**src/rtl/sram_vec_fetch.sv**
```systemverilog
// sram_vec_fetch: Avalon-MM read master that copies a contiguous block of
// SRAM words into a small FIFO and presents them on a valid/ready stream.
// Build option: define SRAM_FETCH_STALL_CNT_EN to add the stall_cycles
// output, which counts cycles spent waiting on m_waitrequest.
//
// state | meaning
// IDLE  | no transfer; waits for start
// FETCH | issuing reads, pushing returned words into the FIFO
// DRAIN | all words read; waits for the consumer to empty the FIFO
// FLUSH | aborting; lets an outstanding read finish, then drops FIFO contents
module sram_vec_fetch #(
    parameter int ADDR_WIDTH = 20,
    parameter int DATA_WIDTH = 16,
    parameter int BE_WIDTH   = DATA_WIDTH / 8,
    parameter int FIFO_AW    = 3
) (
    input  logic                  clock,
    input  logic                  reset,
    input  logic                  start,
    input  logic [ADDR_WIDTH-1:0] base_addr,
    input  logic [ADDR_WIDTH-1:0] word_count,
    input  logic                  abort,
    output logic                  busy,
    output logic                  done,
    output logic                  aborted,
    output logic [ADDR_WIDTH-1:0] m_address,
    output logic [BE_WIDTH-1:0]   m_byteenable,
    output logic                  m_read,
    output logic                  m_write,
    output logic [DATA_WIDTH-1:0] m_writedata,
    input  logic [DATA_WIDTH-1:0] m_readdata,
    input  logic                  m_waitrequest,
    output logic [DATA_WIDTH-1:0] out_data,
    output logic                  out_valid,
    input  logic                  out_ready
`ifdef SRAM_FETCH_STALL_CNT_EN
    ,
    output logic [31:0]           stall_cycles
`endif
);

    localparam int DEPTH = 2 ** FIFO_AW;
    localparam int CNT_W = FIFO_AW + 1;

    typedef enum logic [1:0] {
        ST_IDLE  = 2'd0,
        ST_FETCH = 2'd1,
        ST_DRAIN = 2'd2,
        ST_FLUSH = 2'd3
    } state_t;

    state_t                state_q, state_d;
    logic [ADDR_WIDTH-1:0] addr_q, addr_d;
    logic [ADDR_WIDTH-1:0] rem_q, rem_d;
    logic                  rd_q, rd_d;
    logic                  busy_q, busy_d;
    logic                  done_q, done_d;
    logic                  aborted_q, aborted_d;
    logic [CNT_W-1:0]      count_q, count_d;
    logic [FIFO_AW-1:0]    wr_ptr_q, wr_ptr_d;
    logic [FIFO_AW-1:0]    rd_ptr_q, rd_ptr_d;
    logic [DATA_WIDTH-1:0] mem [DEPTH];

    logic                  accept;
    logic                  push;
    logic                  pop;
    logic                  flush;
    logic [ADDR_WIDTH-1:0] rem_next;
    logic [CNT_W-1:0]      count_next;

    // Handshake qualifiers; data returned while aborting is never pushed.
    assign accept     = rd_q & ~m_waitrequest;
    assign pop        = out_valid & out_ready;
    assign push       = (state_q == ST_FETCH) & accept & ~abort;
    assign rem_next   = accept ? rem_q - 1'b1 : rem_q;
    assign count_next = count_q + CNT_W'(push) - CNT_W'(pop);

    // Next-state and next-register values; m_read held until its read is accepted.
    always_comb begin
        state_d   = state_q;
        addr_d    = addr_q;
        rem_d     = rem_q;
        rd_d      = rd_q;
        busy_d    = busy_q;
        done_d    = 1'b0;
        aborted_d = aborted_q;
        flush     = 1'b0;
        case (state_q)
            ST_IDLE: begin
                if (start) begin
                    if (word_count != '0) begin
                        addr_d    = base_addr;
                        rem_d     = word_count;
                        aborted_d = 1'b0;
                        busy_d    = 1'b1;
                        rd_d      = 1'b1;
                        state_d   = ST_FETCH;
                    end else begin
                        done_d = 1'b1;
                    end
                end
            end
            ST_FETCH: begin
                if (abort) begin
                    rd_d    = rd_q & ~accept;
                    state_d = ST_FLUSH;
                end else begin
                    if (accept) begin
                        addr_d = addr_q + 1'b1;
                        rem_d  = rem_next;
                    end
                    rd_d = (rem_next != '0) && (count_next < CNT_W'(DEPTH));
                    if (rem_next == '0) begin
                        state_d = ST_DRAIN;
                    end
                end
            end
            ST_DRAIN: begin
                if (abort) begin
                    state_d = ST_FLUSH;
                end else if (count_next == '0) begin
                    done_d  = 1'b1;
                    busy_d  = 1'b0;
                    state_d = ST_IDLE;
                end
            end
            ST_FLUSH: begin
                rd_d = rd_q & ~accept;
                if (!rd_q) begin
                    flush     = 1'b1;
                    aborted_d = 1'b1;
                    done_d    = 1'b1;
                    busy_d    = 1'b0;
                    state_d   = ST_IDLE;
                end
            end
            default: state_d = ST_IDLE;
        endcase

        if (flush) begin
            count_d  = '0;
            wr_ptr_d = '0;
            rd_ptr_d = '0;
        end else begin
            count_d  = count_next;
            wr_ptr_d = wr_ptr_q + FIFO_AW'(push);
            rd_ptr_d = rd_ptr_q + FIFO_AW'(pop);
        end
    end

    // State and control registers with synchronous reset.
    always_ff @(posedge clock) begin
        if (reset) begin
            state_q   <= ST_IDLE;
            addr_q    <= '0;
            rem_q     <= '0;
            rd_q      <= 1'b0;
            busy_q    <= 1'b0;
            done_q    <= 1'b0;
            aborted_q <= 1'b0;
            count_q   <= '0;
            wr_ptr_q  <= '0;
            rd_ptr_q  <= '0;
        end else begin
            state_q   <= state_d;
            addr_q    <= addr_d;
            rem_q     <= rem_d;
            rd_q      <= rd_d;
            busy_q    <= busy_d;
            done_q    <= done_d;
            aborted_q <= aborted_d;
            count_q   <= count_d;
            wr_ptr_q  <= wr_ptr_d;
            rd_ptr_q  <= rd_ptr_d;
        end
    end

    // FIFO storage; contents need no reset because out_data is masked when empty.
    always_ff @(posedge clock) begin
        if (push) begin
            mem[wr_ptr_q] <= m_readdata;
        end
    end

`ifdef SRAM_FETCH_STALL_CNT_EN
    logic [31:0] stall_q;
    logic        stall_clr;

    assign stall_clr = (state_q == ST_IDLE) & start;

    // Saturating count of cycles with a read stalled by the arbiter.
    always_ff @(posedge clock) begin
        if (reset || stall_clr) begin
            stall_q <= '0;
        end else if (rd_q && m_waitrequest && (stall_q != 32'hFFFF_FFFF)) begin
            stall_q <= stall_q + 32'd1;
        end
    end

    assign stall_cycles = stall_q;
`endif

    assign busy         = busy_q;
    assign done         = done_q;
    assign aborted      = aborted_q;
    assign m_read       = rd_q;
    assign m_address    = addr_q;
    assign m_byteenable = rd_q ? {BE_WIDTH{1'b1}} : {BE_WIDTH{1'b0}};
    assign m_write      = 1'b0;
    assign m_writedata  = '0;
    assign out_valid    = (count_q != '0);
    assign out_data     = out_valid ? mem[rd_ptr_q] : '0;

endmodule

```
**config.mk**
```make
export PLATFORM = sky130hd
export DESIGN_NAME = sram_vec_fetch
export DESIGN_NICKNAME = d
export VERILOG_FILES = /design/src/rtl/sram_vec_fetch.sv
export SDC_FILE = /design/constraint.sdc
export NUM_CORES = 1
export LEC_CHECK = 0
export CORE_MARGIN = 5
export CORE_UTILIZATION = 55
export DETAILED_ROUTE_END_ITERATION = 10
export PLACE_DENSITY = 0.87
export SLEW_MARGIN = 20
export SYNTH_ARGS = -nofsm -noshare
export SYNTH_HDL_FRONTEND = slang
export SYNTH_SLANG_ARGS = --single-unit
```
**constraint.sdc**
```tcl
create_clock -name clock -period 4 [get_ports clock]
set_input_delay 0.4 -clock clock [delete_from_list [all_inputs] [get_ports clock]]
set_output_delay 0.4 -clock clock [all_outputs]
set_load 0.005 [all_outputs]
```
==> flow_metrics.env <==
export IMPL_hp_class="flip-flop to flip-flop"
export IMPL_arrival_ns=2.89
export IMPL_reg2reg_slack_ns=0.73
export IMPL_p_sw_mw=2.60
export IMPL_finalSetupTns_ns=0
export IMPL_clkSinkCount=184
export IMPL_cts_setup_buffers=0
export IMPL_worstMarginPinSlew_ns=0.913
export IMPL_yosys_top_cells_area="edfxtp_1 44%, dfxtp_1 13%, mux4_2 8.3%"
export IMPL_nFillCells=1095
export IMPL_grt_pass1_wl_mm=31.6
export IMPL_fin_cells=1035
export IMPL_min_period_ns=3.29
export IMPL_period_share=0.822
export IMPL_dieArea_um2=18300
export IMPL_hold_viol=0
export IMPL_initial_core_util=0.565
export IMPL_synth_top_area_frac=0.444
export IMPL_die_w_um=135
export IMPL_crit_path_cell_trace="buf_4 > mux4_2 > mux2i_1 > nor2_1 > clkdlybuf4s50_1"
export IMPL_numPortBuffers=104
export IMPL_drive_above_1_share=0.121
export IMPL_r2r_end="state_q[1]"
export IMPL_synth_warnings=0
export IMPL_drc_errors=0
export IMPL_totalWireLength_mm=20.0
export IMPL_worstSetupEndpointType="output port"
export IMPL_hpwl_mm=13.0
export IMPL_rsz0062_at_grt="false"
export IMPL_clk_latency_ns=0.43
export IMPL_core_um2=15300
export IMPL_grt_max_degree=51
export IMPL_die_y_um=135
export IMPL_track_usage=0.221
export IMPL_yosysUniqueCellTypes=63
export IMPL_cts_resized_gates=0
export IMPL_diodes=0
export IMPL_min_path_cells=2
export IMPL_yosysTopAreaCell="edfxtp_1"
export IMPL_multiInputGateArea_um2=3400
export IMPL_netSwitchingFraction=0.369
export IMPL_clk_pin_slew_ns=0.07
export IMPL_grt_overflow=0
export IMPL_tritoncts="done"
export IMPL_cts_buffer_depth=2
export IMPL_drtAntennaViolNets=0
export IMPL_cts_hold_buf=0
export IMPL_numCtsBuffers=17
export IMPL_peakVddDrop_uv=342
export IMPL_power_frac_seq=0.368
export IMPL_cp_max_fo=23
export IMPL_io_pins=122
export IMPL_power_density_nw_per_um2=673
export IMPL_synth_cells=716
export IMPL_wl_per_cell_um=19.3
export IMPL_place_congestion=0.863
export IMPL_dr_pass1_iters=7
export IMPL_synth_seq_area_share=0.574
export IMPL_areaGrowthSynthToFinish_pct=21.1
export IMPL_skew_ns=0.0113
export IMPL_max_slew_margin=0.391
export IMPL_drt_vias_per_instance=6.00
export IMPL_cap_violations=0
export IMPL_cts_root_buf="clkbuf_16"
export IMPL_p_clk_frac=0.238
export IMPL_fp_row_count=45
export IMPL_worstHoldStart="busy"
export IMPL_drtIter0Drc=498
export IMPL_crit_start="rd_ptr_q[0]"
export IMPL_finalSetupViolCount=0
export IMPL_ys_async_sr_fraction=0
export IMPL_timing_fmax_ghz=0.304
export IMPL_drv_slew=0
export IMPL_regArea_um2=4970
export IMPL_critPathSlowestCell="dfxtp_2"
export IMPL_dpl_cell_count=1003
export IMPL_antenna_found_initial=0
export IMPL_synth_enable_flop_cells=128
export IMPL_power_frac_comb=0.394
export IMPL_cp_start_kind="flip-flop"
export IMPL_synth_area_per_cell_um2=12.1
export IMPL_syn_area_um2=8650
export IMPL_synthFlopType="edfxtp_1"
export IMPL_layout_nets=891
export IMPL_rr_startpoint="state_q[1]"
export IMPL_critPathRequiredTime_ns=3.60
export IMPL_synth_seq_cells=184
export IMPL_reg2reg_depth=13
export IMPL_status="complete, no violations"
export IMPL_p_int_mw=4.45
export IMPL_p_leak_nw=3.48
export IMPL_critPathKind="flip-flop to output port"
export IMPL_cts_max_level=4
export IMPL_vias=6208
export IMPL_grt_pass1_vias=5936
export IMPL_cpPeakStageDelay_ns=0.89
export IMPL_holdPathEnd="busy"
final cells by class:
class,count,area share
Inverter,17,0.00609
Clock buffer,17,0.0406
Tap cell,211,0.0252
Clock inverter,15,0.0186
Timing Repair Buffer,121,0.111
Multi-Input combinational cell,470,0.324
Sequential cell,184,0.474
flip-flops by register name (all words and copies together) (netlist names), 2 cells and up:
| register | cells |
|---|---|
| count_q | 4 |
| wr_ptr_q | 3 |
| rd_ptr_q | 3 |
| state_q | 2 |
| mem | 128 |
| m_address | 20 |
| rem_q | 20 |
worst max-delay path, delay by kind of cell, from the launching register on:
| kind | cells | cell delay, ns |
|---|---|---|
| multiplexers | 2 | 0.75 |
| flip-flops | 1 | 0.89 |
| AND/OR/NAND/NOR | 1 | 0.06 |
| buffers and inverters | 2 | 0.75 |
synthesized netlist by cell type (3+ instances only):
| library cell | instances |
|---|---|
| xnor2_1 | 5 |
| mux2i_1 | 18 |
| dfxtp_1 | 56 |
| nand2_1 | 56 |
| o21ai_1 | 10 |
| or4_1 | 7 |
| nand2b_1 | 5 |
| nor2b_1 | 6 |
| mux4_2 | 32 |
| nor4_1 | 11 |
| a22oi_1 | 11 |
| or2_2 | 4 |
| nor3_1 | 20 |
| edfxtp_1 | 128 |
| ha_1 | 17 |
| nor2_1 | 67 |
| and2_1 | 8 |
| nand4_1 | 5 |
| o21ai_0 | 21 |
| clkbuf_1 | 33 |
| o2bb2ai_1 | 5 |
| o32ai_1 | 4 |
| or3_1 | 11 |
| buf_1 | 7 |
| o211ai_1 | 3 |
| o31ai_1 | 5 |
| o22ai_1 | 9 |
| a21o_1 | 6 |
| nand3_1 | 13 |
| nor3b_1 | 3 |
| a211oi_1 | 19 |
| o21a_1 | 3 |
| a21oi_1 | 36 |
| inv_1 | 17 |
| buf_4 | 19 |
| and3_1 | 3 |
power groups by stage:
stage / registers (mW) / logic [mW] / clock network, mW
CTS: 2.59 / 2.78 / 1.70
global route: 2.64 / 3.06 / 1.79
floorplan: 2.49 / 1.95 / 0
detailed placement: 2.62 / 2.75 / 0
global placement: 2.62 / 2.66 / 0
finish: 2.59 / 2.78 / 1.68
stage by stage:
stage	utilization	power [mW]	hold slack (ns)	cell area [um2]	setup WS, ns
after floorplan	-	4.44	0.466	8710	0.693
after global routing	0.684	7.49	0.504	10500	0.473
after global placement	0.644	5.28	0.469	9860	0.643
after CTS	0.684	7.07	0.489	10500	0.643
final	0.684	7.06	0.482	10500	0.711
after detailed placement	0.644	5.37	0.477	9860	0.562
cells in the final DEF, fill, tap and decap left out, drive strengths merged, types with 6 or more instances in the layout:
cell type        n
and2             8
inv             23
nand2           56
nor2b            6
or4              9
dfxtp           56
o21ai           31
a21oi           36
nand3           14
clkdlybuf4s50  103
clkinv           8
a211oi          19
edfxtp         128
or2              6
ha              17
mux4            32
or3             11
conb            17
o22ai            9
clkbuf          17
a21o             6
nor2            67
a22oi           11
buf             18
nor3            20
mux2i           18
nor4            12
worst max path at each step:
stage,slack [ns],depth (start not counted),endpoint
detailed placement,0.56,13,state_q[1]
floorplan,0.69,14,state_q[1]
global placement,0.64,13,state_q[1]
CTS,0.64,5,out_data[14]
global route,0.47,13,state_q[1]
finish,0.71,5,out_data[14]
routing by layer:
layer,vias up,GRT usage,share of wire,routed length [um]
li1,2886,-,-,-
met1,3010,0.288,0.40,8060
met2,284,0.383,0.51,10100
met3,28,0.0461,0.076,1510
met4,0,0.0526,0.015,292
met5,-,0,0,0
logic make-up after synthesis:
family,count (synthesis),synth area share
simple gates,233,0.135
other cells,1,0.000433
mux,51,0.105
flops,184,0.574
buf+inv,78,0.0431
fa+ha+maj,18,0.0269
compound gates,145,0.109
xor+xnor,6,0.00607
(Power assumes the default switching activity.)
